[src/rtl/reg_bank_if.sv]
// Bus bundle for reg_bank: WB write port, two ID read ports, and the debug dump stream.
interface reg_bank_if #(
  parameter int NB_DATA     = 32,
  parameter int NB_REG_ADDR = 5
);
  logic                   wr_en_i;
  logic [NB_REG_ADDR-1:0] wr_addr_i;
  logic [NB_DATA-1:0]     wr_data_i;
  logic [NB_REG_ADDR-1:0] rs_addr_i;
  logic [NB_REG_ADDR-1:0] rt_addr_i;
  logic [NB_DATA-1:0]     rs_data_o;
  logic [NB_DATA-1:0]     rt_data_o;
  logic                   dump_start_i;
  logic                   dump_ready_i;
  logic                   dump_valid_o;
  logic [NB_REG_ADDR-1:0] dump_idx_o;
  logic [NB_DATA-1:0]     dump_data_o;
  logic                   dump_done_o;

  modport master (
    output wr_en_i, wr_addr_i, wr_data_i, rs_addr_i, rt_addr_i,
    output dump_start_i, dump_ready_i,
    input  rs_data_o, rt_data_o, dump_valid_o, dump_idx_o, dump_data_o, dump_done_o
  );

  modport slave (
    input  wr_en_i, wr_addr_i, wr_data_i, rs_addr_i, rt_addr_i,
    input  dump_start_i, dump_ready_i,
    output rs_data_o, rt_data_o, dump_valid_o, dump_idx_o, dump_data_o, dump_done_o
  );
endinterface

[src/rtl/reg_bank.sv]
// MIPS general-purpose register file: one WB write port, two bypassed combinational read
// ports, and a valid/ready debug sequencer that streams every register in index order.
module reg_bank #(
  parameter int NB_DATA     = 32,
  parameter int NB_REG_ADDR = 5
) (
  input  logic       clk_i,
  input  logic       rst_n_i,
  reg_bank_if.slave  bus
);
  localparam int NREGS = 2 ** NB_REG_ADDR;
  localparam logic [NB_REG_ADDR-1:0] ADDR_ZERO = {NB_REG_ADDR{1'b0}};
  localparam logic [NB_REG_ADDR-1:0] ADDR_LAST = {NB_REG_ADDR{1'b1}};
  localparam logic [NB_REG_ADDR-1:0] ADDR_ONE  = NB_REG_ADDR'(1);

  typedef enum logic [1:0] {
    ST_IDLE = 2'd0,
    ST_SEND = 2'd1,
    ST_DONE = 2'd2
  } state_t;

  logic [NB_DATA-1:0]     regs_q [NREGS];
  state_t                 state_q, state_d;
  logic [NB_REG_ADDR-1:0] idx_q, idx_d;

  // Register storage; r0 is never written so it stays zero.
  always_ff @(posedge clk_i or negedge rst_n_i) begin
    if (!rst_n_i) begin
      for (int i = 0; i < NREGS; i++) begin
        regs_q[i] <= {NB_DATA{1'b0}};
      end
    end else if (bus.wr_en_i && (bus.wr_addr_i != ADDR_ZERO)) begin
      regs_q[bus.wr_addr_i] <= bus.wr_data_i;
    end else begin
      regs_q[bus.wr_addr_i] <= regs_q[bus.wr_addr_i];
    end
  end

  // Read port A with same-cycle WB bypass.
  always_comb begin
    bus.rs_data_o = {NB_DATA{1'b0}};
    if (bus.rs_addr_i == ADDR_ZERO) begin
      bus.rs_data_o = {NB_DATA{1'b0}};
    end else if (bus.wr_en_i && (bus.wr_addr_i == bus.rs_addr_i)) begin
      bus.rs_data_o = bus.wr_data_i;
    end else begin
      bus.rs_data_o = regs_q[bus.rs_addr_i];
    end
  end

  // Read port B with same-cycle WB bypass.
  always_comb begin
    bus.rt_data_o = {NB_DATA{1'b0}};
    if (bus.rt_addr_i == ADDR_ZERO) begin
      bus.rt_data_o = {NB_DATA{1'b0}};
    end else if (bus.wr_en_i && (bus.wr_addr_i == bus.rt_addr_i)) begin
      bus.rt_data_o = bus.wr_data_i;
    end else begin
      bus.rt_data_o = regs_q[bus.rt_addr_i];
    end
  end

  // Dump sequencer state and index registers.
  always_ff @(posedge clk_i or negedge rst_n_i) begin
    if (!rst_n_i) begin
      state_q <= ST_IDLE;
      idx_q   <= ADDR_ZERO;
    end else begin
      state_q <= state_d;
      idx_q   <= idx_d;
    end
  end

  // Dump sequencer next-state; the index never wraps, the last transfer goes to DONE.
  always_comb begin
    state_d = state_q;
    idx_d   = idx_q;
    case (state_q)
      ST_IDLE: begin
        if (bus.dump_start_i) begin
          state_d = ST_SEND;
          idx_d   = ADDR_ZERO;
        end else begin
          state_d = ST_IDLE;
        end
      end
      ST_SEND: begin
        if (bus.dump_ready_i) begin
          if (idx_q == ADDR_LAST) begin
            state_d = ST_DONE;
          end else begin
            idx_d = idx_q + ADDR_ONE;
          end
        end else begin
          state_d = ST_SEND;
        end
      end
      ST_DONE: begin
        state_d = ST_IDLE;
      end
      default: begin
        state_d = ST_IDLE;
        idx_d   = ADDR_ZERO;
      end
    endcase
  end

  // Dump outputs decode directly from registered state; data is the stored value, no bypass.
  always_comb begin
    bus.dump_valid_o = (state_q == ST_SEND);
    bus.dump_done_o  = (state_q == ST_DONE);
    bus.dump_idx_o   = idx_q;
    bus.dump_data_o  = regs_q[idx_q];
  end
endmodule

[src/flat_wrapper.sv]
// flat-port wrapper written by rule: the top's interface ports become plain ports
module reg_bank_flat 
#(
  parameter int NB_DATA     = 32,
  parameter int NB_REG_ADDR = 5
)
  (clk_i, rst_n_i, bus_wr_en_i, bus_wr_addr_i, bus_wr_data_i, bus_rs_addr_i, bus_rt_addr_i, bus_dump_start_i, bus_dump_ready_i, bus_rs_data_o, bus_rt_data_o, bus_dump_valid_o, bus_dump_idx_o, bus_dump_data_o, bus_dump_done_o);
  reg_bank_if #(.NB_DATA(NB_DATA), .NB_REG_ADDR(NB_REG_ADDR)) bus_i ();
  input  logic clk_i;
  input  logic rst_n_i;
  input wire logic [$bits(bus_i.wr_en_i)-1:0] bus_wr_en_i;
  input wire logic [$bits(bus_i.wr_addr_i)-1:0] bus_wr_addr_i;
  input wire logic [$bits(bus_i.wr_data_i)-1:0] bus_wr_data_i;
  input wire logic [$bits(bus_i.rs_addr_i)-1:0] bus_rs_addr_i;
  input wire logic [$bits(bus_i.rt_addr_i)-1:0] bus_rt_addr_i;
  input wire logic [$bits(bus_i.dump_start_i)-1:0] bus_dump_start_i;
  input wire logic [$bits(bus_i.dump_ready_i)-1:0] bus_dump_ready_i;
  output wire logic [$bits(bus_i.rs_data_o)-1:0] bus_rs_data_o;
  output wire logic [$bits(bus_i.rt_data_o)-1:0] bus_rt_data_o;
  output wire logic [$bits(bus_i.dump_valid_o)-1:0] bus_dump_valid_o;
  output wire logic [$bits(bus_i.dump_idx_o)-1:0] bus_dump_idx_o;
  output wire logic [$bits(bus_i.dump_data_o)-1:0] bus_dump_data_o;
  output wire logic [$bits(bus_i.dump_done_o)-1:0] bus_dump_done_o;
  assign bus_i.wr_en_i = bus_wr_en_i;
  assign bus_i.wr_addr_i = bus_wr_addr_i;
  assign bus_i.wr_data_i = bus_wr_data_i;
  assign bus_i.rs_addr_i = bus_rs_addr_i;
  assign bus_i.rt_addr_i = bus_rt_addr_i;
  assign bus_i.dump_start_i = bus_dump_start_i;
  assign bus_i.dump_ready_i = bus_dump_ready_i;
  assign bus_rs_data_o = bus_i.rs_data_o;
  assign bus_rt_data_o = bus_i.rt_data_o;
  assign bus_dump_valid_o = bus_i.dump_valid_o;
  assign bus_dump_idx_o = bus_i.dump_idx_o;
  assign bus_dump_data_o = bus_i.dump_data_o;
  assign bus_dump_done_o = bus_i.dump_done_o;
  reg_bank #(.NB_DATA(NB_DATA), .NB_REG_ADDR(NB_REG_ADDR)) u_core (.clk_i(clk_i), .rst_n_i(rst_n_i), .bus(bus_i));
endmodule
[config.mk]
export PLATFORM = sky130hd
export DESIGN_NAME = reg_bank_flat
export DESIGN_NICKNAME = d
export VERILOG_FILES = /design/src/rtl/reg_bank_if.sv /design/src/rtl/reg_bank.sv /design/src/flat_wrapper.sv
export SDC_FILE = /design/constraint.sdc
export NUM_CORES = 2
export LEC_CHECK = 0
export CORE_AREA = 2 2 530 532
export CTS_BUF_LIST = sky130_fd_sc_hd__clkbuf_2
export DETAILED_ROUTE_END_ITERATION = 8
export DIE_AREA = 0 0 532 534
export HOLD_SLACK_MARGIN = 0.03
export PLACE_DENSITY = 0.46
export SYNTH_ARGS = -nofsm -noshare
export SYNTH_HDL_FRONTEND = slang
export SYNTH_SLANG_ARGS = --single-unit
[constraint.sdc]
create_clock -name clk_i -period 5.8 [get_ports clk_i]
set_input_delay 1.45 -clock clk_i [delete_from_list [all_inputs] [get_ports clk_i]]
set_output_delay 1.45 -clock clk_i [all_outputs]
set_load 0.01 [all_outputs]
Word level (Yosys, flattened, before mapping)

Cells that the tools add are included.

Register bits: 1031
Input bits: 52
Output and inout port bits: 103
Logic and storage cells: 92

Add/subtract/negate cells: 1
Order comparisons: 5
Equality and inequality tests: 9
Muxes and demuxes: 29
Bitwise gates (word level): 5
Reductions and logical operators: 9

Operator list:

| kind                                                                          | number |
|---|---|
| 1024-bit bitwise mux                                                          | 2 |
| 1024-bit two-way mux                                                          | 1 |
| 32-bit binary-select mux with 5-bit select                                    | 4 |
| 32-bit two-way mux                                                            | 13 |
| 32-bit demux with 5-bit select                                                | 1 |
| 6-bit greater-or-equal comparator (second input constant)                     | 4 |
| 5-bit inverter with 6-bit output                                              | 4 |
| 5-bit two-way mux                                                             | 3 |
| 5-bit case mux with 3 select lines                                            | 1 |
| 5-bit equality test                                                           | 2 |
| 5-bit zero test                                                               | 2 |
| 6-bit by 1-bit less-than comparator with 1-bit output (second input constant) | 1 |
| 2-bit != test (second input constant)                                         | 3 |
| 5-bit by 1-bit adder with 5-bit output (second input constant)                | 1 |
| 5-bit equality test (second input constant)                                   | 1 |
| 5-bit nonzero test                                                            | 1 |
| 1-bit logical AND                                                             | 4 |
| 2-bit two-way mux                                                             | 2 |
| 2-bit case mux with 2 select lines                                            | 1 |
| 4-bit AND reduction                                                           | 1 |
| 3-bit by 2-bit != test with 1-bit output (second input constant)              | 1 |
| 2-bit by 1-bit equality test with 1-bit output (second input constant)        | 1 |
| 2-bit equality test (second input constant)                                   | 1 |
| 2-bit zero test                                                               | 1 |
| other kinds (2)                                                               | 2 |

Depth between registers and ports, before layout

Word-level depth: 7
Depth in mapped cells: 13
Depth with buffers taken out: 8

Least setup slack after synthesis

OpenSTA, ideal clock, no wires.

Path type: input-to-output
From: input port bus_wr_addr_i[0]
To: output port bus_rs_data_o[30]
Data arrival time: 3.434 ns
Data required time: 4.350 ns
Path slack: 0.916 ns
Stages: 12
Path buffers: 7
Cell sequence: buf_6 buf_12 buf_12 buf_12 buf_6 xor2_1 nor4_1 and3_1 buf_4 buf_4 nor3_1 nor3_1

Cells in the longest elaborated chain, start to end: 4

RTL lines:

| item                | RTL line           | source |
|---|---|---|
| start: declaration  | flat_wrapper.sv:12 | `input wire logic [$bits(bus_i.wr_addr_i)-1:0] bus_wr_addr_i;` |
| 5-bit equality test | reg_bank.sv:44     | `end else if (bus.wr_en_i && (bus.wr_addr_i == bus.rs_addr_i)) begin` |
| 1-bit logical AND   | reg_bank.sv:44     |  |
| 32-bit two-way mux  | reg_bank.sv:44     |  |
| 32-bit two-way mux  | reg_bank.sv:42     | `if (bus.rs_addr_i == ADDR_ZERO) begin` |
| end: declaration    | flat_wrapper.sv:18 | `output wire logic [$bits(bus_i.rs_data_o)-1:0] bus_rs_data_o;` |

No other way between the ends.

Worst setup path in the final report

From: register u_core.idx_q[0], in the netlist u_core.bus.dump_idx_o[0]
To: output port bus_dump_data_o[17]

Cells in the longest elaborated chain, start to end: 4

RTL lines:

| item                                                   | RTL line           | source |
|---|---|---|
| start: declaration                                     | reg_bank.sv:24     | `logic [NB_REG_ADDR-1:0] idx_q, idx_d;` |
| start signal: assignment                               | reg_bank.sv:70     | `idx_q <= idx_d;` |
| 5-bit inverter with 6-bit output (implied by the code) | reg_bank.sv:113    | `bus.dump_data_o = regs_q[idx_q];` |
| 32-bit binary-select mux with 5-bit select             | reg_bank.sv:113    |  |
| 32-bit two-way mux (implied by the code) (2 in series) | reg_bank.sv:113    |  |
| end: declaration                                       | flat_wrapper.sv:22 | `output wire logic [$bits(bus_i.dump_data_o)-1:0] bus_dump_data_o;` |

No other way between the ends. The select of a mux whose other input is x is not followed.

==> run summary <==
The run finished, with violations left. The checks that failed: negative setup slack. The number of warning messages in the yosys log is 0. At the end of the flow the core is filled with cells to 0.295. The synthesized area divided by synthesized cell count came out at 11.6 um2. Summed over all layers, the global routing overflow is 0. The via count of the first global-routing pass is 58800. The post-layout minimum cycle time is 5.83 ns. Leaving out fill and tap cells, the most frequent cell in the layout is sky130_fd_sc_hd__nand2_1. The placed wire-length estimate after detailed placement came out at 216000 um. The fraction of final layout cells sized beyond drive strength 1 came out at 0.347.

The post-detailed-route count of antenna-violating nets is 0. The layout has 28700 filler cells. For the pin with the worst max-slew slack, the measured transition is 1.26 ns. Derived from the worst setup path, the maximum achievable clock frequency is 171 MHz. The final worst setup slack is -0.0328 ns. The initial antenna violation count is 27. The worst register-to-register path ends at u_core.regs_q[4].

The maximum fanout encountered on the critical timing path came out at 7. The count of pins over their slew limit is 0. The clock root buffer is sky130_fd_sc_hd__clkbuf_2.

The clock sink total came out at 1031. Setup repair after global routing could not meet its margin everywhere. In this run the tool buffered the top-level ports with 154 buffer cells. The worst register-to-register path has a depth of 7. Counting flops with a built-in enable in the synthesized netlist gives 0. The static leakage came out at 33.3 nW. The synthesized instance count is 5976. The insertion delay of the later-clocked pin in the worst-skew pair is 1.86 ns.

The number of nets in the synthesized netlist is 6030. The CTS tree is done. The wire length of the first global-routing pass is 481000 um.

The core area came out at 0.278 mm2. The fraction of the cycle the final worst path needs is 1.01. The final route contains 60700 vias. The number of library cell types mapped by synthesis came out at 70. In this run the worst hold path is classified as in2async. The worst setup path is launched from a flop. The flop and latch count out of synthesis is 1031. The pin count of the biggest net entering global routing came out at 133. For this run, the total global-route usage over all layers was measured as 0.238. The worst setup slack for register-to-register paths came out at 2.89 ns. The startpoint-to-endpoint class of the critical path is reg2out. By area the synthesized netlist is led by sky130_fd_sc_hd__dfrtp_1 (37%), sky130_fd_sc_hd__mux4_2 (33%), sky130_fd_sc_hd__o21ai_0 (7.1%). Across the VDD grid, the largest voltage drop is 0.242 mV.

The share of flip-flops with an asynchronous set or reset is 1.00. Power spread over the standard cell area amounts to 359 mW/mm2. The final layout contains 6337 nets. The clock passes through at most 4 buffers.

The worst setup path is captured at an output pin. The first-pass iteration count of the detailed router came out at 5. The count of endpoints failing hold in the final timing report is 0.

The synthesis-to-layout area growth came out at 18.2%. The library cells used most frequently in the layout, excluding fill and tap cells, are sky130_fd_sc_hd__nand2_1 (1152), sky130_fd_sc_hd__dfrtp_1 (1026), sky130_fd_sc_hd__mux4_2 (1013), sky130_fd_sc_hd__o21ai_0 (971), sky130_fd_sc_hd__clkbuf_2 (438). The total routed wirelength is 345000 um.

The standard-cell row count came out at 194. In this run the number of H-tree levels came out at 5. The die is 532 um wide.

In this run the vertical extent of the chip is 534 um. The worst clock skew on the final layout is 0.202 ns. Dividing the detail-routed wire length by the instance count gives 33.7 um. The clock buffer count from CTS came out at 307. The clock input transition at the sequential cells of the worst setup and hold paths is 0.11 ns.

Setup violations remaining at the end of the flow were counted as 5. Among all flip-flop cells after synthesis, the most frequent one is sky130_fd_sc_hd__dfrtp_1. The mean number of vias per cell is 5.93. Prior to clock tree synthesis, the placed netlist has a worst setup slack of -0.342 ns. The floorplan die area came out at 0.284 mm2.

The count of boundary I/O pins is 155. The share of synthesized area in the top cell type comes to 0.372. The sequential element share of the synthesized area is 0.372. Data on the critical path is required at its endpoint by 4.35 ns. The initial utilization of the core area, before any placement, comes to 0.249.

The synthesized netlist occupies a cell area of 0.0694 mm2. After the first detailed-routing iteration, the DRC count stood at 8429. The design draws 29.5 mW.

In this run the critical register-to-register path is launched from u_core.regs_q[572]. Across the run, the number of max-cap violations was 0. The summed negative setup slack over all endpoints is -0.0682 ns. At the end of routability-driven placement, the weighted congestion stood at 0.893. The biggest area contributor in the post-synthesis netlist is sky130_fd_sc_hd__dfrtp_1.

The arrival time reported for the critical path endpoint came out at 4.38 ns. Headroom to the max-slew limit came out at 0.159. The DRC violations left is 0.
## final cells by class
| class | count | area [um2] | area share |
|---|---|---|---|
| multi-input cells | 4293 | 41400 | 0.504 |
| flip-flops and latches | 1031 | 25800 | 0.315 |
| repair buffers | 646 | 7620 | 0.0929 |
| well taps | 3724 | 4660 | 0.0568 |
| clock buffers | 438 | 2190 | 0.0267 |
| clock inverters | 67 | 290 | 0.00354 |
| diodes | 26 | 65.1 | 0.000793 |
| inverters | 4 | 15.0 | 0.000183 |
## per-stage QoR
stage               hold WS [ns]  cell area (um2)  instances
global route               0.180            82000      10200
detailed placement         0.421            77700       9609
floorplan                  0.459            69400       5976
finish                     0.278            82000      10200
global placement           0.412            77700       9609
CTS                        0.151            81800      10200
## worst max-delay path by stage
stage | from | to | slack (ns) | cells after the start
global placement | bus_rt_addr_i[2] | bus_rt_data_o[26] | -0.38 | 8
floorplan | bus_wr_addr_i[0] | bus_rs_data_o[30] | 0.92 | 12
CTS | u_core.bus.dump_idx_o[0] | bus_dump_data_o[2] | -0.27 | 8
global route | u_core.bus.dump_idx_o[0] | bus_dump_data_o[31] | -0.27 | 8
detailed placement | bus_rs_addr_i[4] | bus_rs_data_o[14] | -0.34 | 9
finish | u_core.bus.dump_idx_o[0] | bus_dump_data_o[17] | -0.03 | 8
## kinds of logic (layout without fill, tap and decap cells)
kind of cell             Yosys count  count (layout)  synth area share
AO/OA/AOI/OAI                   1627            1627             0.139
buffers and inverters            652            1155            0.0407
flip-flops                      1031            1031             0.372
XOR/XNOR                          10              10           0.00126
AND/OR/NAND/NOR                 1395            1395            0.0818
adder cells (fa/ha/maj)            2               2          0.000361
other                              0              26                 0
multiplexers                    1259            1259             0.365
## cell usage after synthesis (25+ instances only)
library cell and instances:
sky130_fd_sc_hd__a21oi_1 79, sky130_fd_sc_hd__a221oi_1 35, sky130_fd_sc_hd__a22oi_1 235, sky130_fd_sc_hd__and4_1 25, sky130_fd_sc_hd__buf_1 59, sky130_fd_sc_hd__buf_2 98, sky130_fd_sc_hd__buf_4 26, sky130_fd_sc_hd__clkbuf_1 443
sky130_fd_sc_hd__dfrtp_1 1031, sky130_fd_sc_hd__mux2_2 49, sky130_fd_sc_hd__mux2i_1 197, sky130_fd_sc_hd__mux4_2 1013, sky130_fd_sc_hd__nand2_1 1183, sky130_fd_sc_hd__nand3_1 26, sky130_fd_sc_hd__nor2_1 53, sky130_fd_sc_hd__nor3_1 40
sky130_fd_sc_hd__o21ai_0 981, sky130_fd_sc_hd__o21ai_1 86, sky130_fd_sc_hd__o21ai_2 58, sky130_fd_sc_hd__o21bai_2 25, sky130_fd_sc_hd__o22ai_1 28
## worst max-delay path, cell delays in order (launching register included)
cell and delay (ns):
sky130_fd_sc_hd__dfrtp_4 0.46, sky130_fd_sc_hd__buf_12 0.18, sky130_fd_sc_hd__buf_16 0.15, sky130_fd_sc_hd__buf_12 0.15, sky130_fd_sc_hd__buf_16 0.16, sky130_fd_sc_hd__mux4_2 0.54, sky130_fd_sc_hd__mux4_2 0.49, sky130_fd_sc_hd__mux2_4 0.35
sky130_fd_sc_hd__buf_6 0.14
## layer usage
layer / wire, um / GRT usage
met5: 161 / 0
met4: 18200 / 0.113
met2: 149000 / 0.348
met1: 137000 / 0.321
met3: 40400 / 0.0718
## power breakdown
group | switching (mW) | internal [mW] | total [mW] | leakage (nW)
Combinational | 6.08 | 6.85 | 12.9 | 18.0
Clock | 3.59 | 2.04 | 5.63 | 1.97
Sequential | 2.15 | 8.75 | 10.9 | 13.3
## timing repair
| action | in CTS | in global routing |
|---|---|---|
| hold buffers | 1 | 0 |
| cloned | 18 | 0 |
| buffers inserted | 61 | 23 |
| pin swaps | 2 | 0 |
| resized for setup | 256 | 76 |
| setup endpoints to repair | 50 | 44 |
| hold endpoints to repair | 65 | 0 |
## registers in the layout, indices dropped and copies added (netlist names)
name                   count
u_core.regs_q           1024
u_core.bus.dump_idx_o      5
u_core.state_q             2
(Power assumes the default switching activity.)
